===== config.mk =====
export PLATFORM = sky130hd
export DESIGN_NAME = hnf_slc_arb
export DESIGN_NICKNAME = d
export VERILOG_FILES = /design/src/rtl/hnf_arb_pkg.sv /design/src/rtl/hnf_rr_picker.sv /design/src/rtl/hnf_slc_arb.sv
export SDC_FILE = /design/constraint.sdc
export NUM_CORES = 1
export LEC_CHECK = 0
export BUFFER_PORTS_ARGS = -buffer_cell sky130_fd_sc_hd__buf_4
export CELL_PAD_IN_SITES_DETAIL_PLACEMENT = 1
export CELL_PAD_IN_SITES_GLOBAL_PLACEMENT = 2
export CORE_AREA = 2 2 204 206
export CTS_BUF_LIST = sky130_fd_sc_hd__clkbuf_4 sky130_fd_sc_hd__clkbuf_8
export DETAILED_ROUTE_END_ITERATION = 7
export DIE_AREA = 0 0 206 208
export GPL_ROUTABILITY_DRIVEN = 0
export PLACE_DENSITY = 0.66
export REMOVE_ABC_BUFFERS = 1
export SYNTH_ARGS = -nofsm -noshare
export SYNTH_HDL_FRONTEND = slang
export SYNTH_SLANG_ARGS = --single-unit

===== constraint.sdc =====
create_clock -name clock -period 1.91 [get_ports clock]
set_clock_uncertainty 0.05 [all_clocks]
set_input_delay 0.2865 -clock clock [delete_from_list [all_inputs] [get_ports clock]]
set_output_delay 0.2865 -clock clock [all_outputs]
set_load 0.02 [all_outputs]

===== src/rtl/hnf_arb_pkg.sv =====
// Shared constants and helpers for the HN-F SLC input arbiter.
package hnf_arb_pkg;

  localparam int ARB_MODE_RR         = 0;
  localparam int ARB_MODE_FIXED_AGED = 1;

  // Index width for an n-entry port set, never narrower than one bit.
  function automatic int port_w(input int n);
    return (n <= 1) ? 1 : $clog2(n);
  endfunction

endpackage


===== src/rtl/hnf_rr_picker.sv =====
// Rotating-base priority picker: first requester at or above base, wrapping,
// found by scanning a doubled copy of the request vector.
module hnf_rr_picker
  import hnf_arb_pkg::*;
#(
  parameter int NUM_PORTS = 3,
  localparam int PW = port_w(NUM_PORTS)
) (
  input  logic [NUM_PORTS-1:0] req,
  input  logic [PW-1:0]        base,
  output logic [NUM_PORTS-1:0] grant
);

  logic [2*NUM_PORTS-1:0] dbl;
  logic                   found;

  always_comb begin
    dbl   = {req, req};
    grant = '0;
    found = 1'b0;
    for (int i = 0; i < 2*NUM_PORTS; i++) begin
      if (!found && dbl[i] && (i >= int'(base))) begin
        found                = 1'b1;
        grant[i % NUM_PORTS] = 1'b1;
      end
    end
  end

endmodule


===== src/rtl/hnf_slc_arb.sv =====
// N-port arbiter feeding the SLC/SF lookup: round-robin or aged fixed priority,
// with a one-entry registered output stage.
module hnf_slc_arb
  import hnf_arb_pkg::*;
#(
  parameter int NUM_PORTS = 3,
  parameter int FLIT_W    = 128,
  parameter int MODE      = 0,
  parameter int AGE_MAX   = 15,
  localparam int PORT_W   = port_w(NUM_PORTS)
) (
  input  logic                        clock,
  input  logic                        reset,
  input  logic                        flush,
  input  logic [NUM_PORTS-1:0]        in_valid,
  output logic [NUM_PORTS-1:0]        in_ready,
  input  logic [NUM_PORTS*FLIT_W-1:0] in_flit,
  output logic                        out_valid,
  input  logic                        out_ready,
  output logic [FLIT_W-1:0]           out_flit,
  output logic [PORT_W-1:0]           out_port,
  output logic                        busy
);

  logic                 can_accept;
  logic                 xfer;
  logic [NUM_PORTS-1:0] grant;
  logic [PORT_W-1:0]    win_idx;
  logic [FLIT_W-1:0]    win_flit;

  assign can_accept = !flush && (!out_valid || out_ready);
  assign in_ready   = (reset || !can_accept) ? '0 : grant;
  assign xfer       = |(in_valid & in_ready);
  assign busy       = out_valid || (|in_valid);

  always_comb begin
    win_idx  = '0;
    win_flit = '0;
    for (int i = 0; i < NUM_PORTS; i++) begin
      if (grant[i]) begin
        win_idx  = PORT_W'(i);
        win_flit = in_flit[i*FLIT_W +: FLIT_W];
      end
    end
  end

  generate
    if (NUM_PORTS == 1) begin : g_single
      assign grant = in_valid;
    end else if (MODE == ARB_MODE_RR) begin : g_rr
      logic [PORT_W-1:0] rr_ptr;

      hnf_rr_picker #(.NUM_PORTS(NUM_PORTS)) u_pick (
        .req   (in_valid),
        .base  (rr_ptr),
        .grant (grant)
      );

      always_ff @(posedge clock) begin
        if (reset) begin
          rr_ptr <= '0;
        end else if (xfer) begin
          rr_ptr <= (win_idx == PORT_W'(NUM_PORTS-1)) ? '0 : win_idx + PORT_W'(1);
        end
      end
    end else begin : g_aged
      localparam int AGE_W = $clog2(AGE_MAX+1);

      logic [AGE_W-1:0]     age [NUM_PORTS];
      logic [NUM_PORTS-1:0] aged_req;
      logic [NUM_PORTS-1:0] grant_aged;
      logic [NUM_PORTS-1:0] grant_raw;

      always_comb begin
        aged_req = '0;
        for (int i = 0; i < NUM_PORTS; i++) begin
          aged_req[i] = in_valid[i] && (age[i] == AGE_W'(AGE_MAX));
        end
      end

      hnf_rr_picker #(.NUM_PORTS(NUM_PORTS)) u_pick_aged (
        .req   (aged_req),
        .base  ('0),
        .grant (grant_aged)
      );

      hnf_rr_picker #(.NUM_PORTS(NUM_PORTS)) u_pick_raw (
        .req   (in_valid),
        .base  ('0),
        .grant (grant_raw)
      );

      assign grant = (|aged_req) ? grant_aged : grant_raw;

      // A stalled SLC is not starvation, so ages only advance when a grant could land.
      always_ff @(posedge clock) begin
        if (reset) begin
          for (int i = 0; i < NUM_PORTS; i++) age[i] <= '0;
        end else begin
          for (int i = 0; i < NUM_PORTS; i++) begin
            if (!in_valid[i] || in_ready[i]) begin
              age[i] <= '0;
            end else if (can_accept && (age[i] != AGE_W'(AGE_MAX))) begin
              age[i] <= age[i] + AGE_W'(1);
            end
          end
        end
      end
    end
  endgenerate

  always_ff @(posedge clock) begin
    if (reset) begin
      out_valid <= 1'b0;
      out_flit  <= '0;
      out_port  <= '0;
    end else if (xfer) begin
      out_valid <= 1'b1;
      out_flit  <= win_flit;
      out_port  <= win_idx;
    end else if (flush || out_ready) begin
      out_valid <= 1'b0;
    end
  end

endmodule


==> results.md <==
* Layout Cells excl Fill at about 1800
* Dpl cells at ~1600
* Largest net degree at the start of global routing at between 70 and 80
* Post-synthesis cell area at between 0.005 and 0.006 mm^2
* Worst-path maximum fanout at 8
* Initial DRC count at approximately 820
* Combinational Power Share at 35.7%
* CTS tree: done
* P per Cell Area at between 600 and 700 mW/mm^2
* Clk Latency, worst-skew pair at roughly 0.47 ns
* Final hold slack at about 0.053 ns
* Post-route minimum period at 2.05 ns
* Largest area contributor in the netlist: dfxtp_1
* Most frequent cells in the layout: 542 x buf_4, 179 x dlygate4sd3_1, 129 x dfxtp_1, 121 x a222oi_1, 93 x nand3b_1
* Clock root buffer master: clkbuf_8
* Crit path DAT at roughly 2.4 ns
* Setup violators final at 79
* Std cell rows at 74
* Leak at ~5.9 nW
* Final setup slack of the worst path at -0.143 ns
* Final #Nets at between 1500 and 2000
* Relative max-transition margin at between 50% and 60%
* Crit Path Category: reg -> reg
* Most common cell after layout, fill and taps aside: buf_4
* Switching pwr at around 2.8 mW
* # H-tree levels at 4
* Fmax at slightly below 0.5 GHz
* Post-route DRC at 0
* Failing checks: setup timing
* Via count at between 8000 and 9000
* WHS Path Cells at 3
* Synth cell types at 31
* Core area at just over 0.04 mm^2
* Flop pwr share at between 30 and 40%
* Post-synthesis sequential area ratio at around 44%
* Die W at 206 um
* Synthesis warning total at 0
* Crit. End Element: flip-flop
* Drt wl/cell at roughly 23 um
* Clock-pin slew on the worst setup and hold paths at around 0.080 ns
* WL final at 41.8 mm
* R2R depth at 7
* Hold/Removal Path Class: in -> reg
* Post-synth EDFFs at 0
* Setup Total Neg Slack at -3.53 ns
* Peak supply drop at just under 0.4 mV
* Int Power at slightly below 6 mW
* Tightest Pin Transition at approximately 0.74 ns
* Final Hold Fails at 0
* Sw Share at 32.7%
* Clk pwr share at between 20% and 30%
* Layout cells sized above 1 at 48.1%
* Area grow syn2layout at 124%
* Post-synthesis register bit count at 132
* Detailed Routing Iterations Pass 1 at 6
* Max Slew Vio Count at 0
* Startpoint types: flip-flop
* Global Route Usage Sum at between 10% and 20%
* Antenna-violating nets left at 0
* CTS Buf Count at 17
* Clk sink count at ~130
* Pre-CTS setup slack at -0.0549 ns
* Gate Count Post-Synth at ~600
* Initial antenna violation count at 0
* Final worst path period share at 108%
* Chip height at roughly 210 um
* DP HPWL at roughly 24 mm
* Synth area leaders: dfxtp_1 44%, a222oi_1 20%, nand3b_1 12%
* Unrepaired setup endpoints after global routing: yes
* GRT overflow at 0
* Num ports at 526
* First-pass GRT wire length at roughly 53 mm
* Port Buffers at approximately 530
* Max-Cap Viols at 0
* Clock Path Buffers at 2
* Vias in the first global route at just over 9000
* Yosys top cell area share at between 40 and 50%
* Vias/cell at 4.73
* Prevailing post-synth register cell: dfxtp_1
* Initial Util at 14.8%
* Critical path required time at approximately 2.2 ns
* Mean Syn Cell Area at between 10 and 15 um^2
* Die area at 0.0428 mm^2
* Post-synth ARST share at 0%
* Outcome: finished, violations left
-- layer usage --
| layer | vias up | global-route usage (%) | routed length (um) |
|---|---|---|---|
| met5 | - | 0 | 0 |
| met4 | 0 | 5.34 | 856 |
| met3 | 51 | 5.08 | 3520 |
| met2 | 476 | 28.5 | 21200 |
| met1 | 4257 | 17.6 | 16200 |
| li1 | 3938 | - | - |
-- cell type report --
cell class	count	area, um^2
tap	532	666
multi-input combinational	385	3050
sequential	132	2650
clock inverter	9	80.1
clock buffer	23	292
antenna	1	2.50
fill	4620	27100
timing repair buffer	762	6710
-- path summary, 6_finish.rpt --
path,startpoint,slack (ns),endpoint
worst max-delay path,out_port[0],-0.14,out_flit[0]
worst min-delay path,in_flit[294],0.05,out_flit[38]
worst max register to register,out_port[0],-0.14,out_flit[0]
worst min register to register,out_port[1],0.42,out_port[1]
-- power by group through the flow --
stage | clock network (mW) | registers [mW] | logic, mW
floorplan | 0 | 3.46 | 0.667
detailed placement | 0 | 3.19 | 2.38
finish | 2.40 | 3.13 | 3.08
CTS | 2.56 | 3.13 | 2.72
global placement | 0 | 3.18 | 2.37
global route | 2.65 | 3.16 | 3.25
-- cell families (layout without fill, tap and decap cells) --
| kind of cell | after synthesis | in the layout | synth area share [%] |
|---|---|---|---|
| other | 0 | 1 | 0 |
| flip-flops | 132 | 132 | 44.1 |
| buffers and inverters | 80 | 794 | 6.14 |
| AO/OA/AOI/OAI | 263 | 263 | 35.2 |
| AND/OR/NAND/NOR | 122 | 122 | 14.5 |
-- what timing repair did --
item                                    4_1_cts  5_1_grt
hold endpoints to repair                     93        1
pin swaps                                     5       34
resized for setup                            16       27
hold buffers                                178        1
setup buffers                                 6       10
cloned                                        0       18
endpoints found under the setup margin       11       71
-- synthesized netlist by cell type, types with 2 or more instances --
cell type	count
a221o_1	7
nand3b_1	93
clkbuf_1	47
a21o_1	2
nand2b_1	2
o21ai_0	11
o2bb2ai_1	28
buf_2	24
o21ai_1	82
nand2_1	3
and2_1	4
a22o_1	7
dfxtp_1	132
buf_4	8
and3_1	8
nor2_1	4
a222oi_1	121
-- state kept, by name, indices dropped and copies added (netlist names) --
name and cells:
out_flit 128, out_port 2, g_rr.rr_ptr 1, out_valid 1
-- critical path, cell delays in order, from the launching register on --
cell,delay [ns]
dfxtp_4,0.37
nor2b_4,0.13
o31a_4,0.37
buf_12,0.15
buf_16,0.15
buf_12,0.15
a222oi_1,0.44
o21ai_1,0.10
-- through the flow --
stage	power (mW)	cell area (um^2)	utilization, %
floorplan	4.12	5620	-
global placement	5.55	10600	26.1
detailed placement	5.57	10600	26.1
CTS	8.41	12800	31.6
global route	9.06	13400	33.2
finish	8.61	13400	33.2
No activity file was read; power rests on OpenSTA's default activity.
